==> config.mk <==
export PLATFORM = sky130hd
export DESIGN_NAME = mem_arbiter_rr
export DESIGN_NICKNAME = d
export VERILOG_FILES = /design/src/rtl/mem_arbiter_rr.sv
export SDC_FILE = /design/constraint.sdc
export NUM_CORES = 1
export LEC_CHECK = 0
export CORE_AREA = 2 2 370 372
export CTS_CLUSTER_DIAMETER = 200
export CTS_CLUSTER_SIZE = 30
export DETAILED_ROUTE_END_ITERATION = 10
export DIE_AREA = 0 0 372 374
export HOLD_SLACK_MARGIN = 0.1
export PLACE_DENSITY = 0.5
export SLEW_MARGIN = 0
export SYNTH_ARGS = -nofsm -noshare
export SYNTH_HDL_FRONTEND = slang
export SYNTH_SLANG_ARGS = --single-unit
export TNS_END_PERCENT = 20
==> constraint.sdc <==
create_clock -name clk -period 2.4 [get_ports clk]
set_clock_uncertainty 0.15 [all_clocks]
set_input_delay 0.36 -clock clk [delete_from_list [all_inputs] [get_ports clk]]
set_output_delay 0.36 -clock clk [all_outputs]
set_load 0.01 [all_outputs]
==> src/rtl/mem_arbiter_rr.sv <==
`default_nettype none
// ============================================================================
//  Module      : mem_arbiter_rr
//  Description : Round-robin block-transfer arbiter. Each grant moves one
//                whole cache block (fill or write-back) as a sequence of
//                32-bit beats over a single-beat bus adapter, with optional
//                per-beat byte reversal.
//  Revision    : 1.0 - initial release
// ============================================================================
module mem_arbiter_rr #(
    parameter int NUM_CH     = 2,
    parameter int BLOCK_SIZE = 32,
    parameter int BYTE_SWAP  = 1
) (
    input  logic                             clk,
    input  logic                             rst,
    input  logic [NUM_CH-1:0]                ch_req,
    input  logic [NUM_CH-1:0]                ch_write,
    input  logic [NUM_CH*32-1:0]             ch_addr,
    input  logic [NUM_CH*BLOCK_SIZE*8-1:0]   ch_wdata,
    output logic [BLOCK_SIZE*8-1:0]          ch_rdata,
    output logic [NUM_CH-1:0]                ch_done,
    output logic [NUM_CH-1:0]                ch_busy,
    output logic                             bus_valid,
    output logic [31:0]                      bus_addr,
    output logic                             bus_write,
    output logic [31:0]                      bus_wdata,
    output logic [2:0]                       bus_size,
    input  logic [31:0]                      bus_rdata,
    input  logic                             bus_ready
);

    localparam int NB     = BLOCK_SIZE / 4;
    localparam int WIDX_W = $clog2(NB);
    localparam int BEAT_W = WIDX_W + 1;
    localparam int GNT_W  = $clog2(NUM_CH);
    localparam int BLK_W  = BLOCK_SIZE * 8;

    typedef enum logic [1:0] {
        ST_IDLE  = 2'd0,
        ST_BURST = 2'd1,
        ST_DONE  = 2'd2
    } state_t;

    state_t              r_state;
    state_t              w_state_nxt;
    logic [GNT_W-1:0]    r_grant;
    logic [GNT_W-1:0]    r_last;
    logic [GNT_W-1:0]    w_pick;
    logic                w_any;
    logic                r_write;
    logic [31:0]         r_base;
    logic [BEAT_W-1:0]   r_beat;
    logic [WIDX_W-1:0]   w_word;
    logic                w_last_beat;
    logic [31:0]         r_blk [NB];
    logic [31:0]         r_buf [NB];
    logic [31:0]         w_addr [NUM_CH];
    logic [31:0]         w_wblk [NUM_CH][NB];

    function automatic logic [31:0] swap32(input logic [31:0] d);
        if (BYTE_SWAP != 0) return {d[7:0], d[15:8], d[23:16], d[31:24]};
        return d;
    endfunction

    // Split the flat channel buses into per-channel address and block words.
    for (genvar c = 0; c < NUM_CH; c++) begin : g_ch_unpack
        assign w_addr[c] = ch_addr[c*32 +: 32];
        for (genvar k = 0; k < NB; k++) begin : g_word
            assign w_wblk[c][k] = ch_wdata[c*BLK_W + k*32 +: 32];
        end
    end

    assign w_word      = r_beat[WIDX_W-1:0];
    assign w_last_beat = (r_beat == BEAT_W'(NB - 1));

    // Pick the first requester at or after last+1, wrapping around.
    always_comb begin
        w_any  = 1'b0;
        w_pick = r_last;
        for (int i = 1; i <= NUM_CH; i++) begin
            if (!w_any && ch_req[(int'(r_last) + i) % NUM_CH]) begin
                w_any  = 1'b1;
                w_pick = GNT_W'((int'(r_last) + i) % NUM_CH);
            end
        end
    end

    // State register.
    always_ff @(posedge clk or negedge rst) begin
        if (!rst) r_state <= ST_IDLE;
        else      r_state <= w_state_nxt;
    end

    // Next-state decode: a burst ends only when its last beat is accepted.
    always_comb begin
        w_state_nxt = r_state;
        case (r_state)
            ST_IDLE:  if (w_any) w_state_nxt = ST_BURST;
            ST_BURST: if (bus_ready && w_last_beat) w_state_nxt = ST_DONE;
            ST_DONE:  w_state_nxt = ST_IDLE;
            default:  w_state_nxt = ST_IDLE;
        endcase
    end

    // Grant capture, beat counting and fill-buffer updates.
    always_ff @(posedge clk or negedge rst) begin
        if (!rst) begin
            r_grant <= '0;
            r_last  <= GNT_W'(NUM_CH - 1);
            r_write <= 1'b0;
            r_base  <= '0;
            r_beat  <= '0;
            for (int k = 0; k < NB; k++) begin
                r_blk[k] <= '0;
                r_buf[k] <= '0;
            end
        end else begin
            case (r_state)
                ST_IDLE: begin
                    if (w_any) begin
                        r_grant <= w_pick;
                        r_write <= ch_write[w_pick];
                        // Block-aligned base so beat offsets never carry.
                        r_base  <= w_addr[w_pick] & ~32'(BLOCK_SIZE - 1);
                        r_beat  <= '0;
                        for (int k = 0; k < NB; k++) r_blk[k] <= w_wblk[w_pick][k];
                    end
                end
                ST_BURST: begin
                    if (bus_ready) begin
                        r_beat <= r_beat + 1'b1;
                        if (!r_write) r_buf[w_word] <= swap32(bus_rdata);
                    end
                end
                ST_DONE: r_last <= r_grant;
                default: ;
            endcase
        end
    end

    // Bus outputs decode registered state only.
    assign bus_valid = (r_state == ST_BURST);
    assign bus_addr  = bus_valid ? (r_base | {{(30-WIDX_W){1'b0}}, w_word, 2'b00}) : 32'd0;
    assign bus_write = bus_valid & r_write;
    assign bus_wdata = bus_valid ? swap32(r_blk[w_word]) : 32'd0;
    assign bus_size  = bus_valid ? 3'b010 : 3'b000;

    for (genvar k = 0; k < NB; k++) begin : g_rdata
        assign ch_rdata[k*32 +: 32] = r_buf[k];
    end

    for (genvar c = 0; c < NUM_CH; c++) begin : g_ch_status
        assign ch_done[c] = (r_state == ST_DONE) && (r_grant == GNT_W'(c));
        assign ch_busy[c] = (r_state != ST_IDLE) && (r_grant == GNT_W'(c));
    end

endmodule
`default_nettype wire

* Word level (Yosys, flattened, before mapping)
Index checks and enable logic that the tools add are counted.
** Storage, ports and cells
- Flip-flop bits (word level) :: 548
- Input port bits :: 615
- Logic and storage cells :: 100
** Operators by class
- Add/sub/neg operators :: 3
- Magnitude comparators :: 6
- Equal/unequal tests :: 6
- Muxes and demuxes :: 40
- Bitwise operators :: 8
- Reductions and logical operators :: 15
** Operators with widths (count)
- two-way mux 256 bit :: 3
- two-way mux 32 bit :: 12
- bitwise mux 256 bit :: 1
- binary-select mux 32 bit (select 3 bit) :: 1
- demux 32 bit (select 3 bit) :: 1
- OR 32 x 5 -> 32 bit :: 1
- two-way mux 1 bit :: 15
- two-way mux 4 bit :: 2
- one-hot mux 4 bit (2 select lines) :: 1
- logical AND 1 bit :: 7
- < comparator 2 x 3 -> 1 bit, second input constant :: 2
- two-way mux 2 bit :: 3
- AND reduction 3 bit :: 2
- adder 4 x 1 -> 4 bit, second input constant :: 1
- equality test 4 x 3 -> 1 bit, second input constant :: 1
- greater-or-equal comparator 4 bit, second input constant :: 1
- < comparator 4 x 1 -> 1 bit, second input constant :: 1
- != test 2 x 1 -> 1 bit, second input constant :: 2
- inverter 3 -> 4 bit :: 1
- one-hot mux 2 bit (2 select lines) :: 1
- AND reduction 2 bit :: 2
- nonzero test 2 bit :: 2
- adder 1 bit, second input constant :: 2
- bitwise AND 1 bit, first input constant :: 2
- other kinds (10) :: 11

* Depth between registers and ports, before layout
- Depth after elaboration :: 13
- Gate-level depth with buffers :: 7
- Mapped depth without buffers :: 5

* Least setup slack after synthesis
Ideal clock, no wire load.
- Path kind :: reg2out
- Start :: reg r_beat[0]
- End :: out bus_wdata[10]
- Arrival time :: 1.565 ns
- Data required time :: 1.890 ns
- Slack :: 0.325 ns
- Cell stages (with the launch flop) :: 8
- Path buffers :: 3
- Cell sequence :: dfrtp_1 > buf_6 > buf_2 > nor2_1 > clkbuf_1 > a221oi_1 > nor2_1 > a22o_1
** Between the ends
- Longest elaborated chain between the ends :: 5
** Ends and longest elaborated chain
- start: declaration :: RTL line 53 : logic [BEAT_W-1:0] r_beat;
- start signal: assignment :: RTL line 132 : r_beat <= r_beat + 1'b1;
- inverter 3 -> 4 bit (implied by the code) :: RTL line 146 : assign bus_wdata = bus_valid ? swap32(r_blk[w_word]) : 32'd0;
- binary-select mux 32 bit (select 3 bit) :: RTL line 146
- two-way mux 32 bit (implied by the code) (2 in a row) :: RTL line 146
- two-way mux 32 bit :: RTL line 146
- end: declaration :: RTL line 27 : output logic [31:0] bus_wdata,
Every way passes these cells. The select of a mux whose other input is x is not followed.

* Final worst setup path
- Start :: reg r_beat[2]
- End :: out bus_wdata[20]
The elaborated chain is that of the path after synthesis.

==> summary.md <==
| Metric | Value |
|---|---|
| CTS tree | yes |
| Drt first pass iters | 5 |
| Routability congestion estimate | approximately 0.92 |
| Starting density of the core | a little under a fifth |
| Post-synthesis register bit count | 548 |
| Most frequent cells in the layout | clkdlybuf4s50_1 (859), nand2_1 (594), dfrtp_1 (543), dlygate4sd3_1 (352), nor2_1 (306) |
| Critical Path Start | r_beat[2] |
| Port Buffer Count | 929 |
| Final Hold Vio Count | 0 |
| Total grt overflow | 0 |
| Setup violators final | 96 |
| Reg2reg path depth | 7 |
| Synthesized instance count | 2,512 |
| First-pass GRT wire length | just under 200 mm |
| Crit share post-route | 128.8% |
| Top post-synthesis cells by area | dfrtp_1 (55%), mux2_2 (11%), nand2_1 (8.9%), a31oi_1 (7.1%), nor2_1 (4.9%) |
| Detailed router's first-iteration violation count | around 1,400 |
| Root Buffer Master | clkbuf_16 |
| Final ANT Viol Nets | 0 |
| FF-to-FF setup slack | -240 ps |
| Family with the most delay on the worst path | compound AO/OA/AOI/OAI gates |
| Final setup TNS | -27,810 ps |
| Largest net degree at the start of global routing | between 60 and 70 |
| Worst-Skew Late Latency | about 630 ps |
| Cell variety after synth | 45 |
| HP Class | in2reg |
| Final max-slew violation count | 0 |
| Violated checks | setup timing |
| Crit-path cells | buf_6, nor2b_4, buf_12, a221oi_4, nor2_4, a22o_4, buf_12 |
| Max-cap violations | 0 |
| H-tree depth | 1 |
| Synthesized area | 24,970 um^2 |
| DPL Wire Length | ~110 mm |
| Vias after detailed routing | 24,740 |
| Clock Sinks | roughly 550 |
| Commonest non-fill, non-tap cell in the layout | clkdlybuf4s50_1 |
| Fin util | between 30% and 40% |
| Critical Path RT | approximately 1900 ps |
| Initial antenna violation count | 21 |
| TritonCTS Buffers | 22 |
| Core Region | about 130,000 um^2 |
| Register area share after synthesis | 54.93% |
| Die extent in y | approximately 370 um |
| Wirelength per Cell | between 20 and 25 um |
| Critical R2R Capture | ch_rdata[246] |
| Avg Inst Size Synth | 9.939 um^2 |
| RR Startpoint | r_beat[1] |
| Tmin final | around 3100 ps |
| I/O pin count | roughly 940 |
| Rows | roughly 140 |
| # DRC | 0 |
| Hold Crit Start | ch_wdata[218] |
| CP Max Fanout | 21 |
| Most used cell, CP | buf_12 |
| RSZ-0062 raised after global routing | yes |
| Buffers and inverters on the worst path | 3 |
| Final wirelength | ~140 mm |
| GRT Util Overall | roughly a fifth |
| Reg clk slew, reported paths | roughly 130 ps |
| Worst Tran Pin Value | ~620 ps |
| Slew margin rel. | 58.25% |
| Final worst slack | -691.3 ps |
| Startpoint Class | register |
| Share of cells above drive strength 1 | just over 20% |
| Max Root-Sink Buffers | 3 |
| Top cell type by total area after synthesis | dfrtp_1 |
| Pwr per Cell Area | 1210 nW/um^2 |
| Nets | 4,501 |
| Vias in the first global route | 26,080 |
| Slowest stage cell, crit path | dfrtp_4 |
| Crit path DAT | about 2600 ps |
| VDD IR max | 0.6420 mV |
| Vias per cell | about 4.3 |
| Worst hold path stage count | 3 |
| Max Freq | about 320 MHz |
| WHS Endpoint | r_blk[58] |
| Crit Path Class | reg2out |
| Layout area overhead | 76.95% |
| Syn. warnings | 0 |
| Die Span X | 372 um |
| Run status | complete, but fails checks |
| Crit end category | output pin |
| CP max stage delay | between 500 and 600 ps |
| Area fraction of the dominant cell type after synthesis | between 50% and 60% |
| Die ar. | 139,100 um^2 |
| Lkg Pwr | 0.01812 uW |
==> per-layer routing <==
layer	wire, um	GRT usage, %
met5	47	0
met4	4515	5.493
met3	7231	3.147
met2	69730	34.19
met1	57540	24.00
==> area by class of cell <==
class	instances	area, um^2
fill	13990	90780
timing repair buffer	1559	16090
sequential	548	13720
multi-input combinational	1750	11410
tap	1781	2228
clock buffer	32	588.1
clock inverter	3	66.31
inverter	4	41.29
antenna	11	27.53
==> registers in the layout (all words and copies together), names as in the netlist <==
| signal | count |
|---|---|
| r_write | 1 |
| ch_rdata | 256 |
| r_grant | 1 |
| r_beat | 4 |
| r_blk | 256 |
| r_last | 1 |
| r_state | 2 |
| r_base | 27 |
==> power breakdown <==
| part | leakage (uW) | internal (uW) | switching, uW |
|---|---|---|---|
| registers | 0.00648 | 13600 | 4550 |
| logic | 0.0113 | 15600 | 14600 |
| clock network | 0.000314 | 1870 | 3240 |
| total | 0.0181 | 31100 | 22400 |
==> worst max path at each step <==
stage               endpoint  cells after the start
2_1_floorplan  bus_wdata[10]                      7
3_3_place_gp    bus_wdata[8]                      7
3_5_place_dp    bus_wdata[8]                      7
4_1_cts         bus_wdata[1]                      8
5_1_grt        bus_wdata[10]                      9
6_report       bus_wdata[20]                      7
==> worst register-to-register path, stage by stage, from the launching register on <==
cell	delay (ps)
dfrtp_4	540
buf_4	150
buf_8	220
nand2_1	220
or3_4	480
nor2_4	140
buf_12	220
mux2_2	410
==> cells in the mapped netlist, drive strengths merged <==
master	instances
buf	90
and3b	1
nand2	595
and4b	1
a22oi	23
mux2i	20
a21oi	48
xor2	2
a31oi	285
nor4	1
nor2b	3
o21a	1
a221oi	52
nand2b	3
a22o	39
nor2	331
nor3	1
a21o	2
inv	4
o22ai	8
nand3	2
o21ai	27
or3	2
or2	1
nand4	1
conb	1
ha	1
and2	32
and3	3
dfrtp	547
dfstp	1
nand3b	2
clkbuf	123
mux2	259
==> cell families after synthesis <==
group	after synthesis	synth area share, %
AND/OR/NAND/NOR	979	15.48
flip-flops	548	54.93
AO/OA/AOI/OAI	485	12.82
multiplexers	279	12.48
buffers and inverters	217	4.149
XOR/XNOR	2	0.07017
adder cells (fa/ha/maj)	1	0.05010
other	1	0.01502
==> repair_timing <==
action / 4_1_cts / 5_1_grt
hold buffers: 354 / 0
gates resized for setup: 430 / 61
endpoints found under the hold margin: 651 / 0
setup buffers: 15 / 14
setup endpoints to repair: 185 / 106
pin swaps: 55 / 31
cloned: 5 / 1
==> metrics by stage <==
step	cells	area, um^2	power [uW]	worst slack, ps	hold slack (ps)
2_1_floorplan	2515	24980	27260	324.9	-85.59
3_3_place_gp	5258	38400	44980	-810.7	204.5
3_5_place_dp	5258	38400	45070	-755.3	200.9
4_1_cts	5664	43760	53320	-762.2	100.1
5_1_grt	5686	44170	56540	-755.9	102.6
6_report	5688	44180	53470	-691.3	155.4
No activity file was read; power rests on OpenSTA's default activity.
==> edit, RTL diff (config.mk and constraints unchanged) <==
Reset style: synchronous (`rst`), changed in 2 clocked blocks.
--- a/src/rtl/mem_arbiter_rr.sv
+++ b/src/rtl/mem_arbiter_rr.sv
@@ -89,3 +89,3 @@
     // State register.
-    always_ff @(posedge clk or negedge rst) begin
+    always_ff @(posedge clk) begin
         if (!rst) r_state <= ST_IDLE;
@@ -106,3 +106,3 @@
     // Grant capture, beat counting and fill-buffer updates.
-    always_ff @(posedge clk or negedge rst) begin
+    always_ff @(posedge clk) begin
         if (!rst) begin
Function: not settled (the Yosys comparison gave no result); the edit may change what the design does.
==> edit against the original RTL <==
Die area is the same; the flow still finishes with violations (negative setup slack); cell area decreased by 6.7%; wire length is 9.4% lower; synthesized cell count is 16% lower; highest routed layer unchanged; area after synthesis fell by 0.64%; core utilization decreased by 2.2 points; setup slack better by 210 ps; sequential cell count increased by 3.
Power is not compared: it rests on default switching activity, and its combinational part moved more than twofold at a synthesized area within 25%.
==> edit: results (changes against the original RTL) <==
- Status: finished with violations
- Failing checks: negative setup slack
- Synth cell count leaders: nand2_1 (516), edfxtp_1 (512), and2_1 (288), a21oi_1 (257), mux2i_1 (124)
- Final WS setup: -480 ps (+211 ps)
- Total design power: 21.9 mW
- Slowest stage delay, CP: 400 ps (-140 ps)
- Initial detailed-routing violation count: 1180 (-13%)
- Worst-Margin Slew: 530 ps (-94.7 ps)
- Top FF cell, synth: edfxtp_1
- Slowest stage cell, crit path: dfxtp_4
- Count of final setup violators: 297 (+210%)
- Via/cell ratio: 4.07 (-6.3%)
- Worst Path Max Fanout: 6 (-71%)
- GP Congestion: 0.852 (-7.5%)
- Worst endpoint data arrival time: 2370 ps (-210 ps)
- Total global-route track usage: 17.2% (-2.1 points)
- Top delay family on crit path: buffers and inverters
- Fillcell total: 14.0k (-0.20%)
- Synth area leaders: edfxtp_1 (62%), nand2_1 (7.8%), and2_1 (7.3%), a21oi_1 (5.2%), mux2i_1 (5.0%)
- Async S/R FF share, synth: 0% (-100 points)
- Cell variety after synth: 41 (-8.9%)
- Register area share after synthesis: 65.1% (+10 points)
- Number of global-route vias before repair: 20.9k (-20%)
- Maximum number of pins on one net before global-route repair: 59 (-3.3%)
- Post-CTS Setup Bufs: 59 (+44)
- Final net count: 3849 (-14%)
- Initial antenna violation count: 54 (+160%)
- Share of cells above drive strength 1: 19.3% (-0.90 points)
- Wirelength, routed: 126000 um (-9.4%)
- H-tree depth: 1 (unchanged)
- CTS root buffer: clkbuf_16
- First-pass GRT wire length: 168000 um (-13%)
- Dpl hpwl: 98200 um (-11%)
- Post-synth EDFFs: 512 (+512)
- PostCTS Resize Cnt: 542 (+26%)
-- edit: cell type report --
class	instances	share of cell area, %
diodes	15	0.0910
repair buffers	1249	31.7
clock buffers	37	1.52
inverters	3	0.0425
flip-flops and latches	551	39.2
well taps	1781	5.40
multi-input cells	1406	22.0
clock inverters	3	0.0546
-- edit: routing by layer --
metal	track usage (%)	vias up	share of wire, %
li1	-	9683	-
met1	19.6	9886	39
met2	32.1	795	52
met3	4.21	151	6.7
met4	3.69	42	2.2
met5	0	-	0.22
-- edit: kinds of logic (layout without fill, tap and decap cells) --
| group | count (synthesis) | in the layout | synth area share [%] |
|---|---|---|---|
| compound gates | 402 | 402 | 9.43 |
| fa+ha+maj | 1 | 1 | 0.0504 |
| buf+inv | 165 | 1292 | 2.78 |
| flops | 551 | 551 | 65.1 |
| mux | 156 | 156 | 6.46 |
| other cells | 1 | 19 | 0.0151 |
| simple gates | 843 | 843 | 16.1 |
-- edit: final timing paths --
kind | from | endpoint | slack, ps | cells after the start
min reg2reg | r_beat[3]$_SDFFE_PN0P_ | r_beat[3]$_SDFFE_PN0P_ | 320 | 1
max reg2reg | r_state[1]$_SDFFE_PN0P_ | r_buf[3][16]$_SDFFCE_PN0P_ | -270 | 13
max | register | bus_wdata[31] | -480 | 9
min | ch_addr[46] | r_base[14]$_SDFFE_PN0P_ | 200 | 3
-- edit: stage by stage --
step	instance area, um^2	instances	util [%]	setup TNS [ps]	setup slack, ps
after floorplan	24800	2122	-	-1005780	-2820
after global placement	38400	4911	28.5	-132580	-495
after detailed placement	38400	4911	28.5	-134420	-482
after CTS	40800	5014	30.3	-35150	-598
after global routing	41200	5036	30.5	-85500	-560
final	41200	5045	30.5	-52700	-480
